$ cat src/rtl/audio_sample_fifo_pkg.sv
// audio_sample_fifo_pkg: shared DAC datapath constants (sample width, FIFO depth, OSR codes)
package audio_sample_fifo_pkg;
  localparam int DATA_W_DEF = 16;
  localparam int DEPTH_LOG2_DEF = 4;
  typedef enum logic [1:0] {
    OSR_32  = 2'b00,
    OSR_64  = 2'b01,
    OSR_128 = 2'b10,
    OSR_256 = 2'b11
  } osr_e;
endpackage

$ cat src/rtl/audio_fifo_mem.sv
// audio_fifo_mem: DEPTH x DATA_W register array, one write port, one asynchronous read port
module audio_fifo_mem
  import audio_sample_fifo_pkg::*;
#(
  parameter int DATA_W = DATA_W_DEF,
  parameter int ADDR_W = DEPTH_LOG2_DEF
) (
  input  logic              clk_i,
  input  logic              we_i,
  input  logic [ADDR_W-1:0] waddr_i,
  input  logic [DATA_W-1:0] wdata_i,
  input  logic [ADDR_W-1:0] raddr_i,
  output logic [DATA_W-1:0] rdata_o
);
  logic [DATA_W-1:0] mem_q [2**ADDR_W];
  always_ff @(posedge clk_i) begin
    if (we_i) mem_q[waddr_i] <= wdata_i;
  end
  assign rdata_o = mem_q[raddr_i];
endmodule

$ cat src/rtl/audio_sample_fifo.sv
// audio_sample_fifo: host-to-DAC sample FIFO with registered output, level and sticky underflow.
// AUDIO_FIFO_MUTE_ON_UNDERFLOW_EN: when defined, an empty pop mutes sample_o and pulses sample_upd_o.
module audio_sample_fifo
  import audio_sample_fifo_pkg::*;
#(
  parameter int DATA_W     = DATA_W_DEF,
  parameter int DEPTH_LOG2 = DEPTH_LOG2_DEF
) (
  input  logic                clk_i,
  input  logic                rst_i,
  input  logic [DATA_W-1:0]   wr_data_i,
  input  logic                wr_valid_i,
  output logic                wr_ready_o,
  input  logic                audio_rd_i,
  output logic [DATA_W-1:0]   sample_o,
  output logic                sample_upd_o,
  output logic [DEPTH_LOG2:0] level_o,
  output logic                underflow_o,
  input  logic                clr_underflow_i
);
  localparam int LVL_W = DEPTH_LOG2 + 1;
  localparam logic [LVL_W-1:0] DEPTH = LVL_W'(2**DEPTH_LOG2);
`ifdef AUDIO_FIFO_MUTE_ON_UNDERFLOW_EN
  localparam logic MUTE = 1'b1;
`else
  localparam logic MUTE = 1'b0;
`endif
  logic [DEPTH_LOG2-1:0] wr_ptr_q, wr_ptr_d, rd_ptr_q, rd_ptr_d;
  logic [LVL_W-1:0]      level_q, level_d;
  logic [DATA_W-1:0]     sample_q, sample_d, head;
  logic                  upd_q, upd_d, uf_q, uf_d;
  logic                  push, pop, empty_rd;
  audio_fifo_mem #(.DATA_W(DATA_W), .ADDR_W(DEPTH_LOG2)) u_mem (
    .clk_i   (clk_i),
    .we_i    (push),
    .waddr_i (wr_ptr_q),
    .wdata_i (wr_data_i),
    .raddr_i (rd_ptr_q),
    .rdata_o (head)
  );
  // Ready comes from the registered level only, so a full FIFO refuses a push even during a pop.
  assign wr_ready_o = level_q != DEPTH;
  assign push       = wr_valid_i & wr_ready_o;
  assign pop        = audio_rd_i & (level_q != '0);
  assign empty_rd   = audio_rd_i & (level_q == '0);
  always_comb begin
    wr_ptr_d = wr_ptr_q + DEPTH_LOG2'(push);
    rd_ptr_d = rd_ptr_q + DEPTH_LOG2'(pop);
    level_d  = level_q + LVL_W'(push) - LVL_W'(pop);
    sample_d = pop ? head : (MUTE & empty_rd) ? '0 : sample_q;
    upd_d    = pop | (MUTE & empty_rd);
    uf_d     = clr_underflow_i ? 1'b0 : (uf_q | empty_rd);
  end
  always_ff @(posedge clk_i) begin
    if (rst_i) begin
      wr_ptr_q <= '0;
      rd_ptr_q <= '0;
      level_q  <= '0;
      sample_q <= '0;
      upd_q    <= 1'b0;
      uf_q     <= 1'b0;
    end else begin
      wr_ptr_q <= wr_ptr_d;
      rd_ptr_q <= rd_ptr_d;
      level_q  <= level_d;
      sample_q <= sample_d;
      upd_q    <= upd_d;
      uf_q     <= uf_d;
    end
  end
  assign sample_o     = sample_q;
  assign sample_upd_o = upd_q;
  assign level_o      = level_q;
  assign underflow_o  = uf_q;
endmodule

$ cat config.mk
export PLATFORM = sky130hd
export DESIGN_NAME = audio_sample_fifo
export DESIGN_NICKNAME = d
export VERILOG_FILES = /design/src/rtl/audio_sample_fifo_pkg.sv /design/src/rtl/audio_fifo_mem.sv /design/src/rtl/audio_sample_fifo.sv
export SDC_FILE = /design/constraint.sdc
export NUM_CORES = 1
export LEC_CHECK = 0
export ABC_CLOCK_PERIOD_IN_PS = 2700
export CAP_MARGIN = 20
export CORE_MARGIN = 3
export CORE_UTILIZATION = 31
export DETAILED_ROUTE_END_ITERATION = 12
export PLACE_DENSITY = 0.49
export SETUP_SLACK_MARGIN = 0.5
export SYNTH_ARGS = -nofsm -noshare
export SYNTH_HDL_FRONTEND = slang
export SYNTH_SLANG_ARGS = --single-unit
$ cat constraint.sdc
create_clock -name clk_i -period 2.7 [get_ports clk_i]
set_input_delay 0.675 -clock clk_i [delete_from_list [all_inputs] [get_ports clk_i]]
set_output_delay 0.675 -clock clk_i [all_outputs]
set_load 0.05 [all_outputs]
==> impl_metrics.yaml, run 1 <==
routing:
  postRouteAntennaNets: 0
  firstDrtPassIters: 4
  vias_per_cell: 4.82
  wl_per_cell_um: 22.7
  routed_wl_um: 25300
  drt_iter0_markers: 395
  drc_errors: 0
  route.vias.total: 5377
global_routing:
  grt_pass1_wl_um: 37900
  track_usage_pct: 13.3
  grt_pass1_vias: 5782
  grt_max_degree: 27
  antenna_found_initial: 0
  grt-ovfl-total: 0
setup_path:
  cp.arrival_ns: 2.88
  crit_type: "flop to flop"
  crit_path_start_kind: "flop"
  cp_data_required_time_ns: 3.18
  cp_slowest_stage_delay_ns: 0.35
  cp-end-kind: "flop"
  cp_cell_sequence: "inv_4, ha_4, nor4b_4, nor2_2, ha_1, inv_2, ha_4, fa_2, a21oi_2, nor2_1, or3_1, a21oi_2"
  slowest_stage: "dfxtp_4"
  crit_fanout: 2
floorplanning:
  die_w_um: 195
  ios: 45
  dieArea_um2: 38000
  dieHeight_um: 195
  num_rows: 68
  initial_core_util_pct: 31.7
  core_um2: 34900
logic_synthesis:
  synth_area_um2: 11100
  synth_fa_ha_area_share_pct: 1.31
  synth_compound_area_share_pct: 2.46
  postSynthCellCount: 519
  ys_seq_area_share_pct: 75.0
  synth-simple-area-share_pct: 2.32
  synth_top_cell_by_area: "edfxtp_1"
  ys_types: 37
  synthMuxAreaShare_pct: 16.6
  synth-async-reset-ratio_pct: 0
  synth.area.top_cells: "edfxtp_1 69%, mux4_2 10%, dfxtp_1 5.6%"
  synth_top_family_by_area: "multiplexers"
  synth_warnings: 0
  synth_edf_count: 256
  synth_top_flop_cell: "edfxtp_1"
  avgSynthCellArea_um2: 21.3
  yosysTopAreaCellShare_pct: 69.4
  ys_seq_elements: 287
  synth_xor_area_share_pct: 0.554
  synthesis.nets: 551
timing:
  finalCritPeriodShare_pct: 88.8
  tns_ns: 0
  drv_slew: 0
  fin_crit_ns: 2.40
  max_slew.worst_pin.slew_ns: 0.717
  rsz0062_at_grt: "true"
  relSlewSlack_pct: 52.2
  max_freq_mhz: 417
  setup_viol: 0
  skew_ns: 0.00825
  hold_viol_final: 0
power:
  swShare_pct: 27.5
  leakagePower_nw: 4.41
  pwr-share-comb_pct: 25.5
  power_density_nw_per_um2: 893
  p_sw_mw: 3.38
  p_clk_share_pct: 31.5
  peakVddDrop_v: 0.000463
  power_mw: 12.3
  power.internal_mw: 8.93
  pwr-share-seq_pct: 43.1
status:
  status: "finished, final reports clean"
cells_and_area:
  num_antenna_cells: 0
  final_layout_size_suffix_gt1_share_pct: 35.2
  syn_to_final_growth_pct: 24.5
  layout.nets: 670
clocking:
  cts_root_buf: "clkbuf_16"
  clk_pin_slew_worst_paths_ns: 0.06
  cts.sinks: 287
  cts_buffers: 29
  clock_latency_ns: 0.54
  clk_path_buf_depth: 3
  cts_tree: "built"
  cts_max_level: 1
hold_path:
  hp-class: "flop to flop"
placed_design:
  place_congestion: 0.744
  dp_hpwl_um: 15500
  numPortBuffers: 44
run:
  cap_violations: 0
-- path summary, 6_finish.rpt --
path	from	end	slack (ns)	cells past startpoint
worst max-delay path	level_o[2]	level_o[4]	0.30	12
worst min-delay path	sample_o[4]	sample_o[4]	0.51	2
worst max register to register	level_o[2]	level_o[4]	0.30	12
worst min register to register	sample_o[4]	sample_o[4]	0.51	2
-- metal layers --
| layer | part of all wire [%] | global-route usage (%) | vias to the layer above |
|---|---|---|---|
| met5 | 0 | 0 | - |
| met4 | 2.1 | 3.46 | 0 |
| met3 | 3.2 | 1.79 | 34 |
| met2 | 51 | 23.1 | 80 |
| met1 | 43 | 17.7 | 2867 |
| li1 | - | - | 2396 |
-- logic make-up (layout without fill, tap and decap cells) --
group / Yosys count / count (layout)
adder cells (fa/ha/maj): 11 / 11
AO/OA/AOI/OAI: 39 / 39
multiplexers: 96 / 96
buffers and inverters: 32 / 173
XOR/XNOR: 7 / 7
flip-flops: 287 / 287
AND/OR/NAND/NOR: 47 / 47
-- flip-flops by register name (all words and copies together) (netlist names) --
name,count
u_mem.mem_q,256
sample_o,16
level_o,5
rd_ptr_q,4
wr_ptr_q,4
sample_upd_o,1
underflow_o,1
-- through the flow --
| step | instance area, um2 | instances | worst slack, ns | hold WS, ns | util, % |
|---|---|---|---|---|---|
| global route | 13800 | 1115 | 0.184 | 0.555 | 39.5 |
| finish | 13800 | 1115 | 0.302 | 0.514 | 39.5 |
| CTS | 13600 | 1104 | 0.266 | 0.524 | 39.0 |
| detailed placement | 12600 | 1040 | -0.128 | 0.513 | 36.1 |
| floorplan | 11200 | 519 | 0.188 | 0.520 | - |
| global placement | 12600 | 1040 | -0.0765 | 0.493 | 36.1 |
-- cell usage after synthesis (all sizes together), types with 2 or more instances --
library cell and number:
nor2b 6, o21ai 17, nor3 6, or3 2, xnor2 4, nand3b 2
edfxtp 256, a21oi 4, mux2i 16, mux2 16, inv 7, a22oi 16
buf 16, nor2 20, clkbuf 9, nand2 3, nand2b 2, nand3 3
mux4 64, xor2 3, ha 10, dfxtp 31
-- repair_timing --
action | CTS | global route
buffers inserted | 11 | 11
gates resized for setup | 41 | 23
pin swaps | 5 | 5
hold buffers | 0 | 0
endpoints found under the setup margin | 26 | 13
-- critical path, delay by kind of cell (launching register included) --
family / cells / cell delay [ns]
fa+ha+maj: 4 / 0.92
buf+inv: 2 / 0.10
compound gates: 2 / 0.24
simple gates: 4 / 0.72
flops: 1 / 0.35
-- area by class of cell --
type                       instances  area (um2)
tap                              455         569
inverter                           7        31.3
multi-input combinational        200        2760
timing repair buffer             113        1180
sequential                       287        8330
clock buffer                      34         744
fill                            3115       21100
clock inverter                    19         174
-- cells in the final DEF, fill, tap and decap left out, types with 3 or more instances in the layout --
cell type        Yosys  layout
clkinv_2             0       4
a22oi_2              6       6
buf_12               2      18
mux2i_1             16      16
dfxtp_2              0       5
nor2_2               0      13
buf_6                1       6
bufinv_16            0       3
mux4_1              14      14
dfxtp_1             31      23
dfxtp_4              0       3
buf_4                3      45
dlygate4sd2_1        0      11
a22oi_1             10      10
clkdlybuf4s15_1      0       5
clkbuf_1             8       5
mux4_2              50      50
clkbuf_16            0      29
clkdlybuf4s50_1      0      20
nor2_1              20       7
ha_4                 0       4
ha_1                10       6
clkbuf_2             1       3
clkdlybuf4s15_2      0       5
inv_1                7       4
clkinv_1             0       8
mux2_2              16      16
o21ai_0              7       7
xor2_1               3       3
nor3_4               0       4
nand2_1              3       3
nor2b_1              6       5
o21ai_1             10      10
edfxtp_1           256     256
-- power groups by stage --
stage,combinational (mW),sequential (mW),clock [mW]
final,3.13,5.30,3.88
after floorplan,1.71,5.67,0
after global routing,3.37,5.33,4.15
after global placement,2.83,5.44,0
after detailed placement,2.87,5.45,0
after CTS,2.93,5.35,3.98
Note: power is estimated with default switching activity, not from simulation.
==> run 2, diff against run 1 <==
- CTS_CLUSTER_SIZE: default -> 24
==> results of run 2 <==
Final layout, timing and power as in run 1 (identical DEF).
==> run 3, diff against run 2 <==
- CTS_CLUSTER_SIZE: 24 -> default
==> results of run 3 <==
Final layout, timing and power as in run 1 (identical DEF).
